**src/rtl/ripple_sequencer_if.sv**
```systemverilog
// Request/result bundle between the requesters and ripple_sequencer.
// RIPPLE_SEQ_STATS_EN adds the out_op_count completed-operation counter.
interface ripple_sequencer_if #(
  parameter int WIDTH = 32
);
  logic             in_req0;
  logic             in_req1;
  logic [WIDTH-1:0] in_a0;
  logic [WIDTH-1:0] in_b0;
  logic [WIDTH-1:0] in_a1;
  logic [WIDTH-1:0] in_b1;
  logic             out_gnt0;
  logic             out_gnt1;
  logic             out_done;
  logic             out_owner;
  logic [WIDTH-1:0] out_sum;
  logic             out_q1;
  logic             out_q2;
  logic             out_busy;
`ifdef RIPPLE_SEQ_STATS_EN
  logic [15:0]      out_op_count;

  modport master (
    output in_req0, in_req1, in_a0, in_b0, in_a1, in_b1,
    input  out_gnt0, out_gnt1, out_done, out_owner, out_sum, out_q1, out_q2, out_busy,
    input  out_op_count
  );

  modport slave (
    input  in_req0, in_req1, in_a0, in_b0, in_a1, in_b1,
    output out_gnt0, out_gnt1, out_done, out_owner, out_sum, out_q1, out_q2, out_busy,
    output out_op_count
  );
`else
  modport master (
    output in_req0, in_req1, in_a0, in_b0, in_a1, in_b1,
    input  out_gnt0, out_gnt1, out_done, out_owner, out_sum, out_q1, out_q2, out_busy
  );

  modport slave (
    input  in_req0, in_req1, in_a0, in_b0, in_a1, in_b1,
    output out_gnt0, out_gnt1, out_done, out_owner, out_sum, out_q1, out_q2, out_busy
  );
`endif
endinterface

```
**src/rtl/ripple_sequencer.sv**
```systemverilog
// Round-robin shared chunked ripple adder/comparator for two requesters.
// Optional RIPPLE_SEQ_STATS_EN: 16-bit count of completed operations.
module ripple_sequencer #(
  parameter int WIDTH = 32,
  parameter int CHUNK = 8
) (
  input logic                 in_clk,
  input logic                 in_reset_n,
  ripple_sequencer_if.slave   bus
);

  localparam int N     = WIDTH / CHUNK;
  localparam int IDX_W = (N > 1) ? $clog2(N) : 1;
  localparam logic [IDX_W-1:0] LAST_IDX = IDX_W'(N - 1);

  typedef enum logic [1:0] {IDLE, RIPPLE, DONE} state_t;

  state_t           state;
  state_t           next_state;
  logic [WIDTH-1:0] op_a;
  logic [WIDTH-1:0] op_b;
  logic             carry;
  logic             eq;
  logic [IDX_W-1:0] idx;
  logic             last_owner;
  logic             win1;
  logic             any_req;
  logic             last_chunk;
  logic [CHUNK-1:0] chunk_a;
  logic [CHUNK-1:0] chunk_b;
  logic [CHUNK:0]   chunk_sum;
  logic             chunk_eq;

  // With both requesting, the one that did not win last time goes next.
  always_comb begin
    any_req    = bus.in_req0 || bus.in_req1;
    win1       = bus.in_req1 && (!bus.in_req0 || !last_owner);
    chunk_a    = op_a[idx*CHUNK +: CHUNK];
    chunk_b    = op_b[idx*CHUNK +: CHUNK];
    chunk_sum  = {1'b0, chunk_a} + {1'b0, chunk_b} + (CHUNK+1)'(carry);
    chunk_eq   = (chunk_a == chunk_b);
    last_chunk = (idx == LAST_IDX);
  end

  always_ff @(posedge in_clk or negedge in_reset_n) begin
    if (!in_reset_n) state <= IDLE;
    else             state <= next_state;
  end

  always_comb begin
    next_state = state;
    case (state)
      IDLE:    if (any_req) next_state = RIPPLE;
      RIPPLE:  if (last_chunk) next_state = DONE;
      DONE:    next_state = IDLE;
      default: next_state = IDLE;
    endcase
  end

  always_comb begin
    bus.out_busy = (state != IDLE);
    bus.out_done = (state == DONE);
    bus.out_gnt0 = (state == RIPPLE) && (idx == '0) && !bus.out_owner;
    bus.out_gnt1 = (state == RIPPLE) && (idx == '0) &&  bus.out_owner;
  end

  // Capture in IDLE, one chunk per RIPPLE edge; flags land on the DONE entry edge.
  always_ff @(posedge in_clk or negedge in_reset_n) begin
    if (!in_reset_n) begin
      op_a          <= '0;
      op_b          <= '0;
      carry         <= 1'b0;
      eq            <= 1'b1;
      idx           <= '0;
      last_owner    <= 1'b1;
      bus.out_owner <= 1'b0;
      bus.out_sum   <= '0;
      bus.out_q1    <= 1'b0;
      bus.out_q2    <= 1'b0;
    end else begin
      case (state)
        IDLE: begin
          if (any_req) begin
            op_a          <= win1 ? bus.in_a1 : bus.in_a0;
            op_b          <= win1 ? bus.in_b1 : bus.in_b0;
            carry         <= 1'b0;
            eq            <= 1'b1;
            idx           <= '0;
            last_owner    <= win1;
            bus.out_owner <= win1;
          end
        end
        RIPPLE: begin
          bus.out_sum[idx*CHUNK +: CHUNK] <= chunk_sum[CHUNK-1:0];
          carry <= chunk_sum[CHUNK];
          eq    <= eq && chunk_eq;
          if (last_chunk) begin
            idx        <= '0;
            bus.out_q1 <= chunk_sum[CHUNK];
            bus.out_q2 <= eq && chunk_eq;
          end else begin
            idx <= idx + 1'b1;
          end
        end
        default: ;
      endcase
    end
  end

`ifdef RIPPLE_SEQ_STATS_EN
  always_ff @(posedge in_clk or negedge in_reset_n) begin
    if (!in_reset_n)                       bus.out_op_count <= 16'd0;
    else if (state == RIPPLE && last_chunk) bus.out_op_count <= bus.out_op_count + 16'd1;
  end
`endif

endmodule

```
**src/flat_wrapper.sv**
```systemverilog
// flat-port wrapper written by rule: the top's interface ports become plain ports
module ripple_sequencer_flat 
#(
  parameter int WIDTH = 32,
  parameter int CHUNK = 8
)
  (in_clk, in_reset_n, bus_in_req0, bus_in_req1, bus_in_a0, bus_in_b0, bus_in_a1, bus_in_b1, bus_out_gnt0, bus_out_gnt1, bus_out_done, bus_out_owner, bus_out_sum, bus_out_q1, bus_out_q2, bus_out_busy);
  ripple_sequencer_if #(.WIDTH(WIDTH)) bus_i ();
  input logic in_clk;
  input logic in_reset_n;
  input wire logic [$bits(bus_i.in_req0)-1:0] bus_in_req0;
  input wire logic [$bits(bus_i.in_req1)-1:0] bus_in_req1;
  input wire logic [$bits(bus_i.in_a0)-1:0] bus_in_a0;
  input wire logic [$bits(bus_i.in_b0)-1:0] bus_in_b0;
  input wire logic [$bits(bus_i.in_a1)-1:0] bus_in_a1;
  input wire logic [$bits(bus_i.in_b1)-1:0] bus_in_b1;
  output wire logic [$bits(bus_i.out_gnt0)-1:0] bus_out_gnt0;
  output wire logic [$bits(bus_i.out_gnt1)-1:0] bus_out_gnt1;
  output wire logic [$bits(bus_i.out_done)-1:0] bus_out_done;
  output wire logic [$bits(bus_i.out_owner)-1:0] bus_out_owner;
  output wire logic [$bits(bus_i.out_sum)-1:0] bus_out_sum;
  output wire logic [$bits(bus_i.out_q1)-1:0] bus_out_q1;
  output wire logic [$bits(bus_i.out_q2)-1:0] bus_out_q2;
  output wire logic [$bits(bus_i.out_busy)-1:0] bus_out_busy;
  assign bus_i.in_req0 = bus_in_req0;
  assign bus_i.in_req1 = bus_in_req1;
  assign bus_i.in_a0 = bus_in_a0;
  assign bus_i.in_b0 = bus_in_b0;
  assign bus_i.in_a1 = bus_in_a1;
  assign bus_i.in_b1 = bus_in_b1;
  assign bus_out_gnt0 = bus_i.out_gnt0;
  assign bus_out_gnt1 = bus_i.out_gnt1;
  assign bus_out_done = bus_i.out_done;
  assign bus_out_owner = bus_i.out_owner;
  assign bus_out_sum = bus_i.out_sum;
  assign bus_out_q1 = bus_i.out_q1;
  assign bus_out_q2 = bus_i.out_q2;
  assign bus_out_busy = bus_i.out_busy;
  ripple_sequencer #(.WIDTH(WIDTH), .CHUNK(CHUNK)) u_core (.in_clk(in_clk), .in_reset_n(in_reset_n), .bus(bus_i));
endmodule
```
**config.mk**
```make
export PLATFORM = sky130hd
export DESIGN_NAME = ripple_sequencer_flat
export DESIGN_NICKNAME = d
export VERILOG_FILES = /design/src/rtl/ripple_sequencer_if.sv /design/src/rtl/ripple_sequencer.sv /design/src/flat_wrapper.sv
export SDC_FILE = /design/constraint.sdc
export NUM_CORES = 1
export LEC_CHECK = 0
export ABC_CLOCK_PERIOD_IN_PS = 9000
export BUFFER_PORTS_ARGS = -buffer_cell sky130_fd_sc_hd__buf_2
export CELL_PAD_IN_SITES_DETAIL_PLACEMENT = 1
export CELL_PAD_IN_SITES_GLOBAL_PLACEMENT = 1
export CORE_ASPECT_RATIO = 0.7
export CORE_MARGIN = 3
export CORE_UTILIZATION = 42
export CTS_CLUSTER_SIZE = 16
export DETAILED_ROUTE_END_ITERATION = 8
export HOLD_SLACK_MARGIN = 0.1
export PLACE_DENSITY = 0.95
export SLEW_MARGIN = 15
export SYNTH_ARGS = -nofsm -noshare
export SYNTH_HDL_FRONTEND = slang
export SYNTH_SLANG_ARGS = --single-unit
```
**constraint.sdc**
```tcl
create_clock -name in_clk -period 9 [get_ports in_clk]
set_input_delay 1.8 -clock in_clk [delete_from_list [all_inputs] [get_ports in_clk]]
set_output_delay 1.8 -clock in_clk [all_outputs]
set_load 0.05 [all_outputs]
```
==> reports/metrics.csv, run 1 <==
stage;metric;value;unit
outcome;outcome;finished, final reports clean;
synthesis;syn nets;630;
route;drt wl/cell;19.9;um
timing;final hold slack;0.484;ns
synthesis;Seq cells post-synth;106;
cts;maximum clock path buffer count;2;
route;Routed Wire Length;16.0;mm
power;PwrDens;437;nW/um^2
setup_path;Critical Path Max Stage Delay;0.71;ns
synthesis;count of cell types in the netlist;46;
global_route;total global routing overflow;0;
synthesis;Yosys top cell area share;48.3;%
floorplan;Initial Utilization;44.6;%
final_layout;Layout Cells excl Fill;802;
power;Lkg Pwr;3.33;nW
timing;Least-Margin Pin Slew;1.05;ns
setup_path;CP Max Fanout;20;
floorplan;Core Area;12100;um^2
global_route;GRT Resource Usage Total;22.9;%
synthesis;Post-synth ARST share;100;%
route;DRT Pass-1 Iters;4;
floorplan;die height;101;um
final_layout;final core occ;55.2;%
cts;CTS root buf;clkbuf_16;
floorplan;# rows;33;
run;Max-Cap Viols;0;
setup_path;Crit path depth;5;
power;Power, Total;2.91;mW
timing;final slew viol count;0;
placed_design;placed cell area;6360;um^2
synthesis;Synth top cells by count;dfrtp_1, nand2_1, o21ai_1;
setup_path;Crit Path Class;reg2out;
setup_path;Worst EP required;7.20;ns
cts;hold buffers post-CTS;0;
floorplan;IO Pins;171;
timing;# setup viols final;0;
hold_path;hold path depth;2;
final_layout;Nets;788;
floorplan;Die W;141;um
cts;Setup Fix Bufs, Post-CTS;0;
synthesis;synth top area cells;dfrtp_1, mux2i_1, o21ai_1;
cts;H-tree levels;3;
timing;Clock Skew;0.00952;ns
global_route;vias in the first global route;4744;
timing;setup TNS;0;ns
timing;f_max;241;MHz
synthesis;area share of fa/ha/maj cells after synthesis;3.99;%
floorplan;Die ar.;14300;um^2
synthesis;simple-gate portion of the synthesized area;10.2;%
cts;clk_lat worst skew;0.35;ns
global_route;first-pass GRT wire length;25.4;mm
placed_design;GP Congestion;0.873;
global_route;largest net degree at the start of global routing;133;
setup_path;Worst Path Arrival;2.35;ns
timing;Tmin final;4.15;ns
timing;Fin. Hold Viols;0;
synthesis;most common cell in the netlist;dfrtp_1;
synthesis;Post-synth EDFFs;0;
synthesis;Synth warnings;0;
synthesis;mux contribution to synthesized area;18.7;%
final_layout;ant diodes;0;
route;Initial DRC Count;259;
setup_path;Worst path slowest cell;dfrtp_1;
cts;clock slew at reported path FFs;0.07;ns
final_layout;final instance area;6670;um^2
synthesis;post-synthesis compound-gate area fraction;14.5;%
hold_path;worst hold path type;reg2reg;
cts;# resized after CTS;0;
cts;Num CTS Buffers;9;
power;Peak VDD IR;0.214;mV
placed_design;HPWL after DPL;12.3;mm
cts;Clock Sinks;106;
synthesis;Mapped Cells;482;
setup_path;CP top delay family;flip-flops;
route;DRC;0;
setup_path;Worst Path Buf+Inv;2;
timing;slew margin rel.;30.2;%
placed_design;worst slack at placement;5.24;ns
synthesis;Yosys top cell by area;dfrtp_1;
final_layout;fraction of layout cells with a size suffix above 1;33.2;%
synthesis;syn_area_per_cell;11.2;um^2
synthesis;synthesized area;5390;um^2
placed_design;cell count after placement;786;
global_route;initial antenna violation count;0;
synthesis;main combinational cell family by area after synthesis;multiplexers;
final_layout;Area growth syn-to-layout;23.7;%
timing;Final Cycle Share;46.2;%
setup_path;crit path cell chain;inv_1 -> ha_1 -> nand2_1 -> nor2_1 -> buf_2;
timing;RSZ-0062 raised after global routing;no;
timing;final setup margin;4.85;ns
route;Vias;4464;
setup_path;crit start category;flip-flop;
cts;CTS tree;built;
synthesis;prevailing post-synth register cell;dfrtp_1;
route;Final ANT Viol Nets;0;
route;routed vias/inst;5.57;
setup_path;endpoint type of the worst setup path;primary output;
synthesis;XOR/XNOR Fraction of Synth Area;0.487;%
setup_path;Reg2Reg Depth;7;
placed_design;port bufs;170;
synthesis;post-synthesis sequential area ratio;49.2;%
## state kept, by name, indices dropped and copies added (netlist names)
register	count
u_core.bus.out_sum	32
u_core.op_a	32
u_core.op_b	32
u_core.idx	2
u_core.state	2
u_core.bus.out_owner	1
u_core.bus.out_q1	1
u_core.bus.out_q2	1
u_core.carry	1
u_core.eq	1
u_core.last_owner	1
## path summary, 6_finish.rpt
path,endpoint,startpoint,slack (ns)
worst min-delay path,u_core.bus.out_sum[30],u_core.bus.out_sum[30],0.48
worst max-delay path,bus_out_gnt0,u_core.idx[1],4.85
worst min register to register,u_core.bus.out_sum[30],u_core.bus.out_sum[30],0.48
max in group asynchronous,u_core.op_a[1],in_reset_n,6.31
min in group asynchronous,u_core.bus.out_sum[10],in_reset_n,1.38
worst max register to register,u_core.bus.out_sum[22],u_core.idx[1],5.61
## where the power goes
| part | switching, mW | leakage (nW) | internal, mW |
|---|---|---|---|
| clock network | 0.184 | 0.153 | 0.227 |
| registers | 0.157 | 1.35 | 0.690 |
| logic | 1.08 | 1.82 | 0.574 |
## cells by family (layout without fill, tap and decap cells)
family          Yosys count  after routing
xor+xnor                  3              3
fa+ha+maj                16             16
mux                      81             81
buf+inv                  31            194
simple gates            117            117
compound gates          128            128
flops                   106            106
## layout make-up
class / instances / area (um^2)
fillers: 1353 / 5430
repair buffers: 174 / 887
clock buffers: 10 / 239
well taps: 157 / 196
inverters: 4 / 15.0
clock inverters: 6 / 73.8
flip-flops and latches: 106 / 2660
multi-input cells: 345 / 2610
## cell usage in the layout, fill, tap and decap left out, drive strengths merged, types with 2 or more instances in the layout
cell type and count:
o21ai 82, a21o 3, o31ai 2, nor2 8, clkinv 2, fa 2
a22o 21, buf 174, mux4 16, or4b 2, dfstp 2, dfrtp 104
nor4 2, nand2 85, xnor2 3, mux2i 65, ha 14, nand2b 2
o211ai 4, nand4 2, a211oi 2, clkbuf 10, a21oi 5, a32o 4
nor3 2, inv 6, nand3 4, o21a 2
## tightest hold or removal path, stage by stage (launching register included)
cell     delay, ns
dfrtp_1       0.34
nand2_1       0.05
o21ai_1       0.06
## routing by layer
layer / up-vias / routed length (um) / GRT usage (%)
met3: 15 / 972 / 4.41
met5: - / 0 / 0
met1: 2231 / 6920 / 29.9
met4: 0 / 172 / 4.79
met2: 152 / 7920 / 40.2
li1: 2066 / - / -
Note: power is estimated with default switching activity, not from simulation.
==> run 2: changes to the inputs <==
- ABC_CLOCK_PERIOD_IN_PS: 9000 -> 3650
- CORE_UTILIZATION: 42 -> 36
- PLACE_DENSITY: 0.95 -> 0.87
- clock period: 9 -> 3.65 ns (I/O delays scaled with it)
==> run 2 against run 1 <==
  * Die area up 16%
  * Clock power is 120% higher
  * Combinational power rose by 150%
  * Global-route usage is 2.9 points lower
  * Largest cell class unchanged
  * Design area is 1.1% higher
==> reports/metrics.csv, run 2 (synthesized netlist as in run 1, its figures left out) <==
stage;metric;value;unit
final_layout;multi-input logic area;2610;um^2
final_layout;fraction of layout cells with a size suffix above 1;33.6;%
final_layout;commonest non-fill, non-tap cell in the layout;buf_2;
global_route;total global routing overflow;0;
final_layout;Nets;794;
placed_design;HPWL after DPL;12.9;mm
timing;Clock Skew;0.00807;ns
run;Max-Cap Viols;0;
power;PwrDens;1050;nW/um^2
cts;clk_lat worst skew;0.35;ns
final_layout;Reg area;2660;um^2
floorplan;IO Pins;171;
setup_path;CP Launch Point;u_core.idx[0];
route;Final ANT Viol Nets;0;
cts;H-tree levels;3;
floorplan;Die ar.;16500;um^2
setup_path;Crit Path Class;reg2reg;
hold_path;worst hold path type;in2async;
cts;maximum clock path buffer count;2;
floorplan;Core Area;14300;um^2
floorplan;Die W;152;um
timing;Final Cycle Share;92.7;%
cts;Num CTS Buffers;9;
cts;Clock Sinks;106;
floorplan;die height;108;um
final_layout;Area growth syn-to-layout;25.1;%
timing;Least-Margin Pin Slew;0.899;ns
setup_path;FF-to-FF Start;u_core.idx[0];
setup_path;Worst Path Arrival;3.62;ns
outcome;outcome;finished, final reports clean;
route;drt wl/cell;19.3;um
cts;hold buffers post-CTS;0;
cts;Setup Fix Bufs, Post-CTS;0;
global_route;first-pass GRT wire length;25.8;mm
setup_path;endpoint type of the worst setup path;flip-flop;
route;Initial DRC Count;218;
timing;f_max;296;MHz
floorplan;Initial Utilization;37.8;%
timing;final setup margin;0.267;ns
power;Clk pwr share;12.9;%
cts;CTS root buf;clkbuf_16;
power;Internal;3.63;mW
power;Peak VDD IR;0.396;mV
timing;RSZ-0062 raised after global routing;no;
timing;final slew viol count;0;
route;DRT Pass-1 Iters;4;
final_layout;fill count;1613;
final_layout;ant diodes;0;
setup_path;Worst EP required;3.89;ns
route;Routed Wire Length;16.2;mm
final_layout;most frequent cells in the layout;buf_2, dfrtp_1, nand2_1;
global_route;largest net degree at the start of global routing;110;
route;routed vias/inst;5.30;
cts;clock slew at reported path FFs;0.07;ns
placed_design;worst slack at placement;0.242;ns
power;Sequential Power Share;29.6;%
global_route;GRT Resource Usage Total;20.0;%
timing;Fin. Hold Viols;0;
power;Net Sw Frac;49.0;%
timing;# setup viols final;0;
placed_design;port bufs;170;
placed_design;GP Congestion;0.838;
timing;Tmin final;3.38;ns
floorplan;# rows;36;
global_route;initial antenna violation count;1;
power;net switching power;3.49;mW
route;DRC;0;
timing;setup TNS;0;ns
setup_path;crit start category;flip-flop;
power;Combinational Power Share;57.5;%
setup_path;CP Max Fanout;17;
timing;final hold slack;0.462;ns
timing;slew margin rel.;39.9;%
power;Lkg Pwr;3.34;nW
final_layout;biggest regs;u_core.bus.out_sum (32), u_core.op_a (32), u_core.op_b (32);
cts;CTS tree;built;
cts;# resized after CTS;0;
route;Vias;4454;
global_route;vias in the first global route;4829;
## run 2: cell count changes in the layout (fill, tap and decap cells not counted)
cell and delta:
buf_12 +2, buf_4 +5, buf_6 -1, bufinv_16 -1
clkbuf_1 +1, clkinv_4 -1, clkinvlp_4 +1, inv_6 +2
inv_8 -2
## run 2: metal layers
metal / vias up / track usage [%] / wire length [um]
met5: - / 0 / 9
met4: 2 / 4.49 / 131
met3: 12 / 5.08 / 1160
met2: 168 / 32.9 / 7590
met1: 2192 / 27.1 / 7320
li1: 2080 / - / -
## run 2: worst paths after layout
path / endpoint / slack (ns) / cells past startpoint
setup / recovery: u_core.bus.out_sum[29] / 0.27 / 7
hold / removal: u_core.op_b[28] / 0.46 / 1
setup reg to reg: u_core.bus.out_sum[29] / 0.27 / 7
hold reg to reg: u_core.op_b[18] / 0.49 / 2
max in group asynchronous: u_core.eq / 2.27 / 2
min in group in_clk: u_core.op_b[18] / 0.49 / 2
## run 2: layout make-up
class	instances	share of cell area [%]
sequential	106	39.3
multi-input combinational	345	38.6
timing repair buffer	180	14.1
clock buffer	11	3.60
tap	190	3.52
clock inverter	5	0.556
inverter	4	0.223
## run 2: power by group through the flow
stage	Clock, mW	Combinational, mW	Sequential, mW
floorplan	0	2.54	2.39
global placement	0	3.90	2.08
detailed placement	0	4.08	2.13
CTS	0.940	4.10	2.11
global route	1.00	4.48	2.18
finish	0.915	4.09	2.11
## run 2: critical path: stages, from the launching register on
cell	delay, ns
dfrtp_1	0.76
buf_4	0.41
mux4_2	0.58
ha_1	0.34
a211oi_1	0.47
or4b_1	0.20
nand4_1	0.23
a22o_1	0.29
## run 2: per-stage QoR
| step | util (%) | std cells | instance area (um^2) | total power, mW |
|---|---|---|---|---|
| 6_report | 47.3 | 841 | 6750 | 7.12 |
| 5_1_grt | 47.3 | 841 | 6750 | 7.66 |
| 4_1_cts | 47.3 | 841 | 6750 | 7.16 |
| 3_5_place_dp | 45.3 | 825 | 6470 | 6.21 |
| 3_3_place_gp | 45.3 | 825 | 6470 | 5.98 |
| 2_1_floorplan | - | 482 | 5390 | 4.93 |
